==> src/rtl/onewire_slave.sv <==
// Standard-speed 1-Wire responder: reset/presence, write-slot byte receive, read-slot byte transmit.
// Defining ONEWIRE_SLAVE_READ_ROM_EN adds an autonomous ROM_ID read-out after a leading 8'h33.
`timescale 1ns/1ps
module onewire_slave #(
    parameter int unsigned CLOCK_RATE_HZ = 50000000,
    parameter int unsigned RESET_US      = 400,
    parameter int unsigned SAMPLE_US     = 30,
    parameter int unsigned HOLD0_US      = 45,
    parameter logic [63:0] ROM_ID        = 64'h0000_0000_0000_0001
) (
    input  logic       clock,
    input  logic       clock_areset_n,
    input  logic       onewire_in,
    output logic       onewire_oe,
    output logic [7:0] rx_data,
    output logic       rx_valid,
    input  logic [7:0] tx_data,
    input  logic       tx_valid,
    output logic       tx_ready,
    output logic       bus_reset
);
    localparam int unsigned DIV = (CLOCK_RATE_HZ / 1000000 > 0) ? CLOCK_RATE_HZ / 1000000 : 1;
    localparam int PW = (DIV > 1) ? $clog2(DIV) : 1;
    localparam int UW = $clog2(RESET_US + SAMPLE_US + HOLD0_US + 160) + 1;
    localparam logic [PW-1:0] PRE_LAST  = PW'(DIV - 1);
    localparam logic [UW-1:0] T_ONE     = UW'(1);
    localparam logic [UW-1:0] T_RESET   = UW'(RESET_US);
    localparam logic [UW-1:0] T_SAMPLE  = UW'(SAMPLE_US);
    localparam logic [UW-1:0] T_HOLD0   = UW'(HOLD0_US);
    localparam logic [UW-1:0] T_PWAIT   = UW'(30);
    localparam logic [UW-1:0] T_PDRIVE  = UW'(120);

    typedef enum logic [2:0] {IDLE, LOW, PRES_WAIT, PRES_DRIVE, SLOT_RX, SLOT_TX} state_t;

    state_t        state, state_next;
    logic          line_meta, line, line_prev;
    logic [PW-1:0] pre_cnt;
    logic [UW-1:0] us_cnt;
    logic [2:0]    bit_idx;
    logic          tx_mode, done;
    logic [7:0]    rx_shift, tx_shift, rx_byte;
    logic          tick, fall, us_clr, reset_hit;
    logic          sample_rx, sample_tx, tx_load;
    logic          rom_mode, rom_start;
    logic [2:0]    rom_byte;

    assign tick      = (pre_cnt == PRE_LAST);
    assign fall      = line_prev & ~line;
    assign rx_byte   = {line, rx_shift[7:1]};
    assign reset_hit = !line && (us_cnt >= T_RESET) && (state != PRES_WAIT) && (state != PRES_DRIVE);
    assign sample_rx = (state == SLOT_RX) && !done && (us_cnt >= T_SAMPLE);
    assign sample_tx = (state == SLOT_TX) && !done && (us_cnt >= T_HOLD0);
    assign tx_load   = (state == IDLE) && fall && (bit_idx == 3'd0) && (tx_valid || rom_mode);
    // Presence timing restarts once the host releases and again when driving begins.
    assign us_clr    = fall || ((state == PRES_WAIT) && (!line || state_next == PRES_DRIVE));

    always_ff @(posedge clock or negedge clock_areset_n) begin
        if (!clock_areset_n) begin
            line_meta <= 1'b1;
            line      <= 1'b1;
            line_prev <= 1'b1;
            pre_cnt   <= '0;
            us_cnt    <= '0;
            state     <= IDLE;
            bit_idx   <= '0;
            tx_mode   <= 1'b0;
            done      <= 1'b0;
            rx_data   <= 8'h00;
            rx_valid  <= 1'b0;
        end else begin
            line_meta <= onewire_in;
            line      <= line_meta;
            line_prev <= line;
            pre_cnt   <= tick ? '0 : pre_cnt + PW'(1);
            if (us_clr)
                us_cnt <= '0;
            else if (tick && us_cnt != '1)
                us_cnt <= us_cnt + UW'(1);
            state    <= state_next;
            rx_valid <= 1'b0;
            if (reset_hit) begin
                bit_idx <= '0;
                tx_mode <= 1'b0;
                done    <= 1'b0;
            end else begin
                if (state == IDLE && fall) begin
                    done <= 1'b0;
                    if (bit_idx == 3'd0)
                        tx_mode <= tx_valid || rom_mode;
                end
                if (sample_rx || sample_tx) begin
                    done    <= 1'b1;
                    bit_idx <= bit_idx + 3'd1;
                end
                if (sample_rx && bit_idx == 3'd7 && !rom_start) begin
                    rx_valid <= 1'b1;
                    rx_data  <= rx_byte;
                end
            end
        end
    end

    always_ff @(posedge clock) begin
        if (sample_rx)
            rx_shift <= rx_byte;
        if (tx_load)
            tx_shift <= rom_mode ? ROM_ID[{rom_byte, 3'b000} +: 8] : tx_data;
        else if (sample_tx)
            tx_shift <= {1'b0, tx_shift[7:1]};
    end

`ifdef ONEWIRE_SLAVE_READ_ROM_EN
    logic first_byte;

    assign rom_start = sample_rx && (bit_idx == 3'd7) && first_byte && (rx_byte == 8'h33);

    always_ff @(posedge clock or negedge clock_areset_n) begin
        if (!clock_areset_n) begin
            first_byte <= 1'b0;
            rom_mode   <= 1'b0;
            rom_byte   <= '0;
        end else if (reset_hit) begin
            first_byte <= 1'b0;
            rom_mode   <= 1'b0;
            rom_byte   <= '0;
        end else begin
            if (state == PRES_DRIVE && state_next == IDLE)
                first_byte <= 1'b1;
            else if ((sample_rx || sample_tx) && bit_idx == 3'd7)
                first_byte <= 1'b0;
            if (rom_start)
                rom_mode <= 1'b1;
            // Byte counter wraps to zero as the last ROM byte completes.
            if (rom_mode && sample_tx && bit_idx == 3'd7) begin
                rom_byte <= rom_byte + 3'd1;
                if (rom_byte == 3'd7)
                    rom_mode <= 1'b0;
            end
        end
    end
`else
    assign rom_mode  = 1'b0;
    assign rom_byte  = 3'd0;
    assign rom_start = 1'b0;
`endif

    always_comb begin
        state_next = state;
        case (state)
            IDLE:       if (fall) state_next = LOW;
            LOW:        if (us_cnt >= T_ONE) state_next = tx_mode ? SLOT_TX : SLOT_RX;
            SLOT_RX,
            SLOT_TX:    if (done && line) state_next = IDLE;
            PRES_WAIT:  if (line && us_cnt >= T_PWAIT) state_next = PRES_DRIVE;
            PRES_DRIVE: if (us_cnt >= T_PDRIVE) state_next = IDLE;
            default:    state_next = IDLE;
        endcase
        if (reset_hit)
            state_next = PRES_WAIT;
    end

    always_comb begin
        onewire_oe = (state == PRES_DRIVE) || ((state == SLOT_TX) && !done && !tx_shift[0]);
        tx_ready   = tx_load && !rom_mode;
        bus_reset  = reset_hit;
    end

endmodule

==> config.mk <==
export PLATFORM = sky130hd
export DESIGN_NAME = onewire_slave
export DESIGN_NICKNAME = d
export VERILOG_FILES = /design/src/rtl/onewire_slave.sv
export SDC_FILE = /design/constraint.sdc
export NUM_CORES = 1
export LEC_CHECK = 0
export ABC_CLOCK_PERIOD_IN_PS = 2100
export CAP_MARGIN = 20
export CORE_UTILIZATION = 51
export CTS_CLUSTER_SIZE = 10
export DETAILED_ROUTE_END_ITERATION = 16
export PLACE_DENSITY = 0.81
export SLEW_MARGIN = 30
export SYNTH_ARGS = -nofsm -noshare
export SYNTH_HDL_FRONTEND = slang
export SYNTH_SLANG_ARGS = --single-unit
export TNS_END_PERCENT = 30
==> constraint.sdc <==
create_clock -name clock -period 2.1 [get_ports clock]
set_input_delay 0.42 -clock clock [delete_from_list [all_inputs] [get_ports clock]]
set_output_delay 0.42 -clock clock [all_outputs]
set_load 0.005 [all_outputs]
; ---- Word level (Yosys, flattened, before mapping)
; Cells that the tools add are included.
[word_totals]
in_bits = 12
regBits = 53
word_cells = 92
output_inout_bits = 12
[classes]
magnitude_cmp = 5
bitwise_logic = 3
n_reduce_logical = 34
eq_ne = 11
n_mux = 23
addsub = 3
[op_table]
columns = op, n
row1 = 2-to-1 mux 3 bit, 8
row2 = 2-to-1 mux 11 bit, 2
row3 = logical AND 1 bit, 16
row4 = 2-to-1 mux 8 bit, 2
row5 = case mux 3 bit (5 select lines), 1
row6 = "adder 11 x 1 -> 11 bit, second input constant", 1
row7 = ">= comparator 11 x 1 -> 1 bit, second input constant", 1
row8 = ">= comparator 11 x 5 -> 1 bit, second input constant", 1
row9 = ">= comparator 11 x 6 -> 1 bit, second input constant", 1
row10 = ">= comparator 11 x 7 -> 1 bit, second input constant", 1
row11 = ">= comparator 11 x 9 -> 1 bit, second input constant", 1
row12 = "inequality test 11 bit, second input constant", 1
row13 = nonzero test 2 bit, 5
row14 = "equality test 3 x 2 -> 1 bit, second input constant", 3
row15 = "equality test 3 bit, second input constant", 3
row16 = 2-to-1 mux 1 bit, 9
row17 = "adder 6 x 1 -> 6 bit, second input constant", 1
row18 = "equality test 6 bit, second input constant", 1
row19 = zero test 3 bit, 2
row20 = 2-to-1 mux 6 bit, 1
row21 = "inequality test 3 x 2 -> 1 bit, second input constant", 2
row22 = logical OR 1 bit, 4
row23 = AND reduction 2 bit, 2
row24 = "adder 3 x 1 -> 3 bit, second input constant", 1
row25 = other kinds (6), 9

; ---- Logic depth before layout (Yosys ltp)
; Gate-level depths: netlist of the first run.
[logic_depth]
word_depth = 10
mapped_depth = 8
ltp_nobuf = 7

; ---- Worst setup path before layout of the first run
; No wires, ideal clock.
[synth_path]
kind = reg2reg
startpoint = register us_cnt[7]
endpoint = register rx_data[0]
setup_slack_ns = 0.146
arrival_time_ns = 1.828
path_stages_with_launch = 8
path_buffers = 2
cell_sequence = dfrtp_1 > nor4_4 > a31oi_1 > and3_4 > buf_6 > and3b_1 > buf_6 > mux2_4
[synth_lines]
columns = element, line
row1 = "start, declared", 38  ; logic [UW-1:0] us_cnt;
row2 = "start signal, assigned", 78  ; us_cnt <= us_cnt + UW'(1);
row3 = >= comparator 11 x 5 -> 1 bit, 51  ; assign sample_rx = (state == SLOT_RX) && !done && (us_cnt >= T_SAMPLE);
row4 = logical AND 1 bit, 51
row5 = named net sample_rx, 43  ; logic sample_rx, sample_tx, tx_load;
row6 = logical AND 1 bit, 95  ; if (sample_rx && bit_idx == 3'd7 && !rom_start) begin
row7 = AND reduction 2 bit (no line), --
row8 = "end signal, assigned", 97  ; rx_data <= rx_byte;
row9 = "end, declared", 15  ; output logic [7:0] rx_data,
; The timed path passes the listed nets, and every way through them passes these cells.
; A chain may end at the register's enable or synchronous reset.

; ---- Worst setup path in the final report of the first run
[layout_path]
startpoint = register state[1]
endpoint = output onewire_oe
[layout_via]
elab_chain_len = 4
[layout_lines]
columns = element, line
row1 = "start, declared", 35  ; state_t state, state_next;
row2 = "start signal, assigned", 79  ; state <= state_next;
row3 = equality test 3 bit, 163  ; onewire_oe = (state == PRES_DRIVE) || ((state == SLOT_TX) && !done && !tx_shift[0]);
row4 = logical AND 1 bit (2 in series), 163
row5 = logical OR 1 bit (*), 163
row6 = "end, declared", 14  ; output logic onewire_oe,
; Mark *: on every way between the ends. The rest lies on a longest branch, timed or not.

==> summary.txt, run 1 <==
Run status: complete, no violations
Final Max Tran Viols: 0
Site Rows: 25
Clk root buf: clkbuf_8
Syn Area/Cell: 11.5 µm²
Per-cell routed wire length: 14.8 µm
Share of layout cells above drive strength 1: 0.252
Rel. slew slack: 0.628
Pleak: 1.34 nW
Critical path startpoint category: flop
Seq/Total Area, Yosys: 0.550
Vias in the first global route: 1811
Area Growth Syn to Fin: 23.3%
Hold Crit Class: in2async
Vias/cell: 5.38
Fin nets: 285
Clk pwr share: 0.372
Req. time, crit path: 1.68 ns
RSZ-0062 raised after global routing: yes
Worst vdd ir: 0.000394 V
Pin count of the biggest net entering global routing: 26
Max FO, Critical Path: 4
Final setup violation count: 0
NetSw: 0.000394 W
First-pass DRT Iterations: 4
Slew @ Worst Pin: 0.558 ns
Final hold vios: 0
Largest area contributor in the netlist: dfrtp_1
Clk buf depth: 2
Sequential Power Share: 0.573
First DRT Iteration DRCs: 121
Die X: 72.2 µm
Global-route wire length before repair: 8260 µm
Ranking of synthesized cells by area: dfrtp_1 34%, edfxtp_1 18%, mux2_4 4.8%
Synthesized area: 2510 µm²
GP Congestion: 0.917
Final HPWL DP: 3290 µm
Share of the synthesized area in the top cell type: 0.339
CTS Hold Bufs: 0
Vias: 1793
Mapped Nets: 239
Number of distinct library cells after synthesis: 44
PD cells: 601 nW/µm²
Power Internal: 0.00147 W
Post-synthesis cell count: 219
Residual DRC: 0
Die area: 5210 µm²
Worst setup EP type: primary output
Total of max-cap violations: 0
Initial Util: 0.531
Most frequent cell after synthesis: dfrtp_1
DIE HEIGHT: 72.2 µm
Final Non-Filler Cells: 333
WP data arrival: 1.64 ns
Clk slew on worst S/H paths: 0.09 ns
CTS Buf Count: 5
Pwr Total: 0.00186 W
Comb pwr share: 0.055
Yosys reg bits: 52
CTS H-tree depth: 2
EDFF count, synth: 15
Count of port buffers added during placement: 23
Antenna viol nets, final: 0
Top_reg_cell synth: dfrtp_1
Switch share: 0.212
# IOs: 24
Clk sink count: 52
Crit path kind: reg2out
Number of diodes: 0
Async SR Flop Fraction: 0.712
Total Wirelength: 4920 µm
Total of warnings raised by yosys: 0
TritonCTS clock tree: built
Fin Setup TNS: 0 ns
Dpl cells: 320
Initial antenna violation count: 0
Synth cell count leaders: 34 x dfrtp_1, 28 x nor2_1, 15 x edfxtp_1, 15 x nand2_1, 11 x nand3_1
GRT Util Overall: 0.209
FMAX: 0.486 GHz
GRT overflow: 0
Skew-Pair Late Insertion Delay: 0.31 ns
Core Area: 4720 µm²
Period utilization: 0.980
Setup Skew: 0.00517 ns
Tmin final: 2.06 ns
[registers in the layout, summed over array words and instances, names as in the netlist]
register and count:
state 3, line_prev 1, bit_idx 3, line_meta 1, done 1, rx_data 8
us_cnt 11, pre_cnt 6, tx_shift 8, rx_shift 7, rx_valid 1, tx_mode 1
line 1
[through the flow]
stage          instance area (µm²)  hold WS [ns]  setup WS [ns]  utilization
2_1_floorplan                 2510         0.124          0.146            -
3_3_place_gp                  2920         0.355         0.0311        0.618
3_5_place_dp                  2920         0.358        -0.0859        0.618
4_1_cts                       3090         0.106         -0.163        0.655
5_1_grt                       3090         0.117        -0.0665        0.655
6_report                      3090        0.0885         0.0417        0.655
[placed cells by master (no fill, tap or decap), drive strengths merged, types with 2 or more instances in the layout]
cell type,synthesis,routed
a211oi,2,2
a21oi,7,7
a311oi,2,2
a31oi,2,2
and2b,2,2
and3,4,4
buf,6,29
clkbuf,5,6
clkdlybuf4s50,0,19
dfrtp,34,34
dfstp,3,3
dlygate4sd2,0,2
edfxtp,15,15
ha,8,8
inv,9,10
mux2,15,15
mux2i,2,2
nand2,15,15
nand2b,2,2
nand3,11,11
nand4,4,4
nand4b,2,2
nor2,28,28
nor2b,4,4
nor3,7,7
nor4,3,3
o21ai,5,5
o311ai,2,2
o41ai,2,2
xnor2,3,3
xor2,7,7
[power groups by stage]
stage	registers, W	clock network [W]	logic (W)
floorplan	0.00109	0	0.0000327
global placement	0.00109	0	0.0000853
detailed placement	0.00109	0	0.0000879
CTS	0.00107	0.000709	0.0000988
global route	0.00107	0.000746	0.000111
finish	0.00107	0.000692	0.000102
[worst paths after layout]
kind / slack [ns] / cells after the start / end / from
setup / recovery: 0.04 / 7 / onewire_oe / state[1]$_DFF_PN0_
hold / removal: 0.09 / 1 / pre_cnt[4]$_DFF_PN0_ / clock_areset_n
setup reg to reg: 0.11 / 6 / rx_data[1]$_DFFE_PN0P_ / state[0]$_DFF_PN0_
hold reg to reg: 0.37 / 0 / line$_DFF_PN1_ / line_meta$_DFF_PN1_
max in group asynchronous: 1.49 / 2 / rx_data[2]$_DFFE_PN0P_ / clock_areset_n
min in group clock: 0.37 / 0 / line$_DFF_PN1_ / line_meta$_DFF_PN1_
[timing repair]
action | CTS | global route
pin swaps | 4 | 4
resized for setup | 14 | 3
setup buffers | 6 | 2
endpoints found under the setup margin | 3 | 21
[per-layer routing]
| layer | part of all wire | vias to the layer above | track usage |
|---|---|---|---|
| li1 | - | 854 | - |
| met2 | 0.49 | 58 | 0.350 |
| met4 | 0.022 | 0 | 0.100 |
| met5 | 0 | - | 0 |
| met3 | 0.045 | 14 | 0.0528 |
| met1 | 0.44 | 867 | 0.253 |
[cell families (layout without fill, tap and decap cells)]
logic type | Yosys count | after routing | share of synthesized area
and+or+nand+nor | 88 | 88 | 0.182
DFF | 52 | 52 | 0.550
muxes | 17 | 17 | 0.0872
buffers and inverters | 20 | 67 | 0.0389
AOI/OAI and AO/OA | 24 | 24 | 0.0668
xor gates and xnor gates | 10 | 10 | 0.0349
adders and majority gates | 8 | 8 | 0.0399
[worst max-delay path: stages, from the launching register on]
cell and delay (ns):
dfrtp_1 0.42, buf_4 0.16, nor2_2 0.12, nand2_1 0.08
nor2_1 0.09, nor2_1 0.05, nor2_1 0.14, dlygate4sd2_1 0.28
[layout make-up]
cell class | count | area, µm²
clock buffer | 6 | 72.6
clock inverter | 2 | 38.8
fill | 359 | 1630
inverter | 9 | 33.8
multi-input combinational | 147 | 1060
sequential | 52 | 1380
tap | 67 | 83.8
timing repair buffer | 50 | 420
(Power assumes the default switching activity.)
==> run 2: changes to the inputs <==
ABC_CLOCK_PERIOD_IN_PS = 1900   (was 2100)
CORE_UTILIZATION = 55   (was 51)
PLACE_DENSITY = 0.83   (was 0.81)
clock period = 1.9 ns   (was 2.1 ns; I/O delays follow)
==> run 2 against run 1 <==
The flow now finishes with violations (setup timing). Clock power increased by 11%. Via count increased by 1.1%. Wire length decreased by 2.2%. Sequential share of layout area decreased by 1.4 points. Cell count decreased by 3.3%. Global-route usage increased by 1.0 points. Critical path depth decreased by 1. Total power increased by 10%. First-iteration DRC count decreased by 30%. Final area increased by 3.3%. Worst hold slack got worse by 0.072 ns. Critical endpoint is now tx_ready.
==> summary.txt, run 2 (synthesis gave the netlist of run 1 again) <==
Run status: finished, violations left (was complete, no violations)
Failing checks: setup timing
CTS H-tree depth: 2 (unchanged)
Residual DRC: 0 (unchanged)
PD cells: 643 nW/µm² (was 601 nW/µm²)
First DRT Iteration DRCs: 85 (was 121)
Clk buf depth: 2 (unchanged)
Slew @ Worst Pin: 0.405 ns (was 0.558 ns)
# IOs: 24 (unchanged)
CP most frequent cell: nand2_1 (was nor2_1)
Total of max-cap violations: 0 (unchanged)
Worst vdd ir: 0.000435 V (was 0.000394 V)
CP max stage delay: 0.40 ns (was 0.42 ns)
Fin nets: 289 (was 285)
Vias: 1812 (was 1793)
Setup Skew: 0.00532 ns (was 0.00517 ns)
Clk slew on worst S/H paths: 0.09 ns (about the same)
WHS: 0.0163 ns (was 0.0885 ns)
Req. time, crit path: 1.52 ns (was 1.68 ns)
Register area: 1380 µm² (about the same)
Number of fill cells: 281 (was 359)
GRT overflow: 0 (unchanged)
FMAX: 0.518 GHz
WP data arrival: 1.55 ns (was 1.64 ns)
Area Growth Syn to Fin: 27.3% (was 23.3%)
Highest-count cells in the layout ignoring fill and taps: 31 x dfrtp_1, 28 x buf_4, 27 x nor2_1 (was 32 x dfrtp_1, 27 x nor2_1, 27 x buf_4)
Final Max Tran Viols: 0 (unchanged)
Largest Register: us_cnt (unchanged)
Die area: 4840 µm² (was 5210 µm²)
Initial antenna violation count: 0 (unchanged)
Rel. slew slack: 0.727 (was 0.628)
Pin count of the biggest net entering global routing: 38 (was 26)
Multi-input gate area: 1130 µm² (was 1060 µm²)
Vias/cell: 5.63 (was 5.38)
Final HPWL DP: 3310 µm (was 3290 µm)
Max reg flops: 11 (unchanged)
CTS Buf Count: 5 (unchanged)
Largest registers: us_cnt (11), rx_data (8), tx_shift (8) (unchanged)
Number of diodes: 0 (unchanged)
Pwr Total: 0.00205 W (was 0.00186 W)
Core Area: 4380 µm² (was 4720 µm²)
TritonCTS clock tree: built (unchanged)
Max FO, Critical Path: 3 (was 4)
Slowest CP cell: dfrtp_1 (unchanged)
Crit-path cells: nor4_2 -> nand2_1 -> nor3b_2 -> nand2_1 -> inv_1 -> buf_2 (was buf_4 -> nor2_2 -> nand2_1 -> nor2_1 -> nor2_1 -> nor2_1 -> dlygate4sd2_1)
Antenna viol nets, final: 0 (unchanged)
Initial Util: 0.572 (was 0.531)
DIE HEIGHT: 69.6 µm (was 72.2 µm)
Period utilization: 1.02
Worst setup EP type: primary output (unchanged)
Final core occ: 0.729 (was 0.655)
Clk root buf: clkbuf_8 (unchanged)
Commonest non-fill, non-tap cell in the layout: dfrtp_1 (unchanged)
Crit path kind: reg2out (unchanged)
Share of layout cells above drive strength 1: 0.304 (was 0.252)
Tmin final: 1.93 ns
Global-route wire length before repair: 8360 µm (was 8260 µm)
Final hold vios: 0 (unchanged)
Total Wirelength: 4810 µm (was 4920 µm)
Final setup violation count: 1 (was 0)
Site Rows: 24 (was 25)
Pleak: 1.36 nW (was 1.34 nW)
First-pass DRT Iterations: 4 (unchanged)
Skew-Pair Late Insertion Delay: 0.31 ns (about the same)
Vias in the first global route: 1808 (was 1811)
Clk sink count: 52 (unchanged)
Final worst slack: -0.0308 ns (was 0.0417 ns)
Critical path startpoint category: flop (unchanged)
Die X: 69.6 µm (was 72.2 µm)
RSZ-0062 raised after global routing: yes (unchanged)
Hold Crit Class: in2async (unchanged)
GP Congestion: 0.860 (was 0.917)
GRT Util Overall: 0.219 (was 0.209)
Count of port buffers added during placement: 23 (unchanged)
Per-cell routed wire length: 14.9 µm (was 14.8 µm)
-- run 2: cell types whose count changed in the layout (fill, tap and decap cells not counted), sizes merged --
cell,delta
buf,+6
dlygate4sd2,-2
-- run 2: power by group --
group / switching [W] / total, W / internal [W]
combinational: 0.0000532 / 0.000107 / 0.0000543
sequential: 0.0000115 / 0.00118 / 0.00117
clock: 0.000369 / 0.000767 / 0.000398
-- run 2: stage by stage --
step                      setup TNS (ns)  setup WS, ns  cells  cell area (µm²)
final                            -0.0308       -0.0308    322             3200
after global routing              -0.610        -0.187    322             3200
after CTS                        -0.0960       -0.0960    320             3130
after detailed placement          -0.235        -0.218    312             2990
after global placement            -0.113        -0.113    312             2990
after floorplan                   -0.432       -0.0383    219             2520
-- run 2: timing repair --
action,in CTS,in global routing
gates resized for setup,19,14
pin swaps,5,15
hold buffers,0,0
setup buffers,0,2
setup endpoints to repair,18,38
-- run 2: final timing paths --
check	start	end	slack [ns]	cells after the start
worst max-delay path	state[0]$_DFF_PN0_	tx_ready	-0.03	6
worst min-delay path	clock_areset_n	pre_cnt[3]$_DFF_PN0_	0.02	2
worst max register to register	us_cnt[10]$_DFFE_PN0P_	rx_data[1]$_DFFE_PN0P_	0.01	6
worst min register to register	line_meta$_DFF_PN1_	line$_DFF_PN1_	0.36	0
max in group asynchronous	clock_areset_n	line_prev$_DFF_PN1_	1.63	2
min in group clock	line_meta$_DFF_PN1_	line$_DFF_PN1_	0.36	0
-- run 2: final cells by class --
type | instances | area share
clock buffer | 6 | 0.0227
clock inverter | 2 | 0.0121
inverter | 9 | 0.0106
multi-input combinational | 147 | 0.354
sequential | 52 | 0.433
tap | 52 | 0.0204
timing repair buffer | 54 | 0.148
-- run 2: critical path: cells and delay by family (launching register included) --
kind | cells | cell delay (ns)
flip-flops | 1 | 0.40
buffers and inverters | 2 | 0.15
AND/OR/NAND/NOR | 4 | 0.68
-- run 2: metal layers --
metal | track usage | vias to the layer above | share of wire
li1 | - | 866 | -
met5 | 0 | - | 0
met3 | 0.0480 | 7 | 0.032
met4 | 0.0726 | 0 | 0.016
met2 | 0.354 | 41 | 0.50
met1 | 0.296 | 898 | 0.45
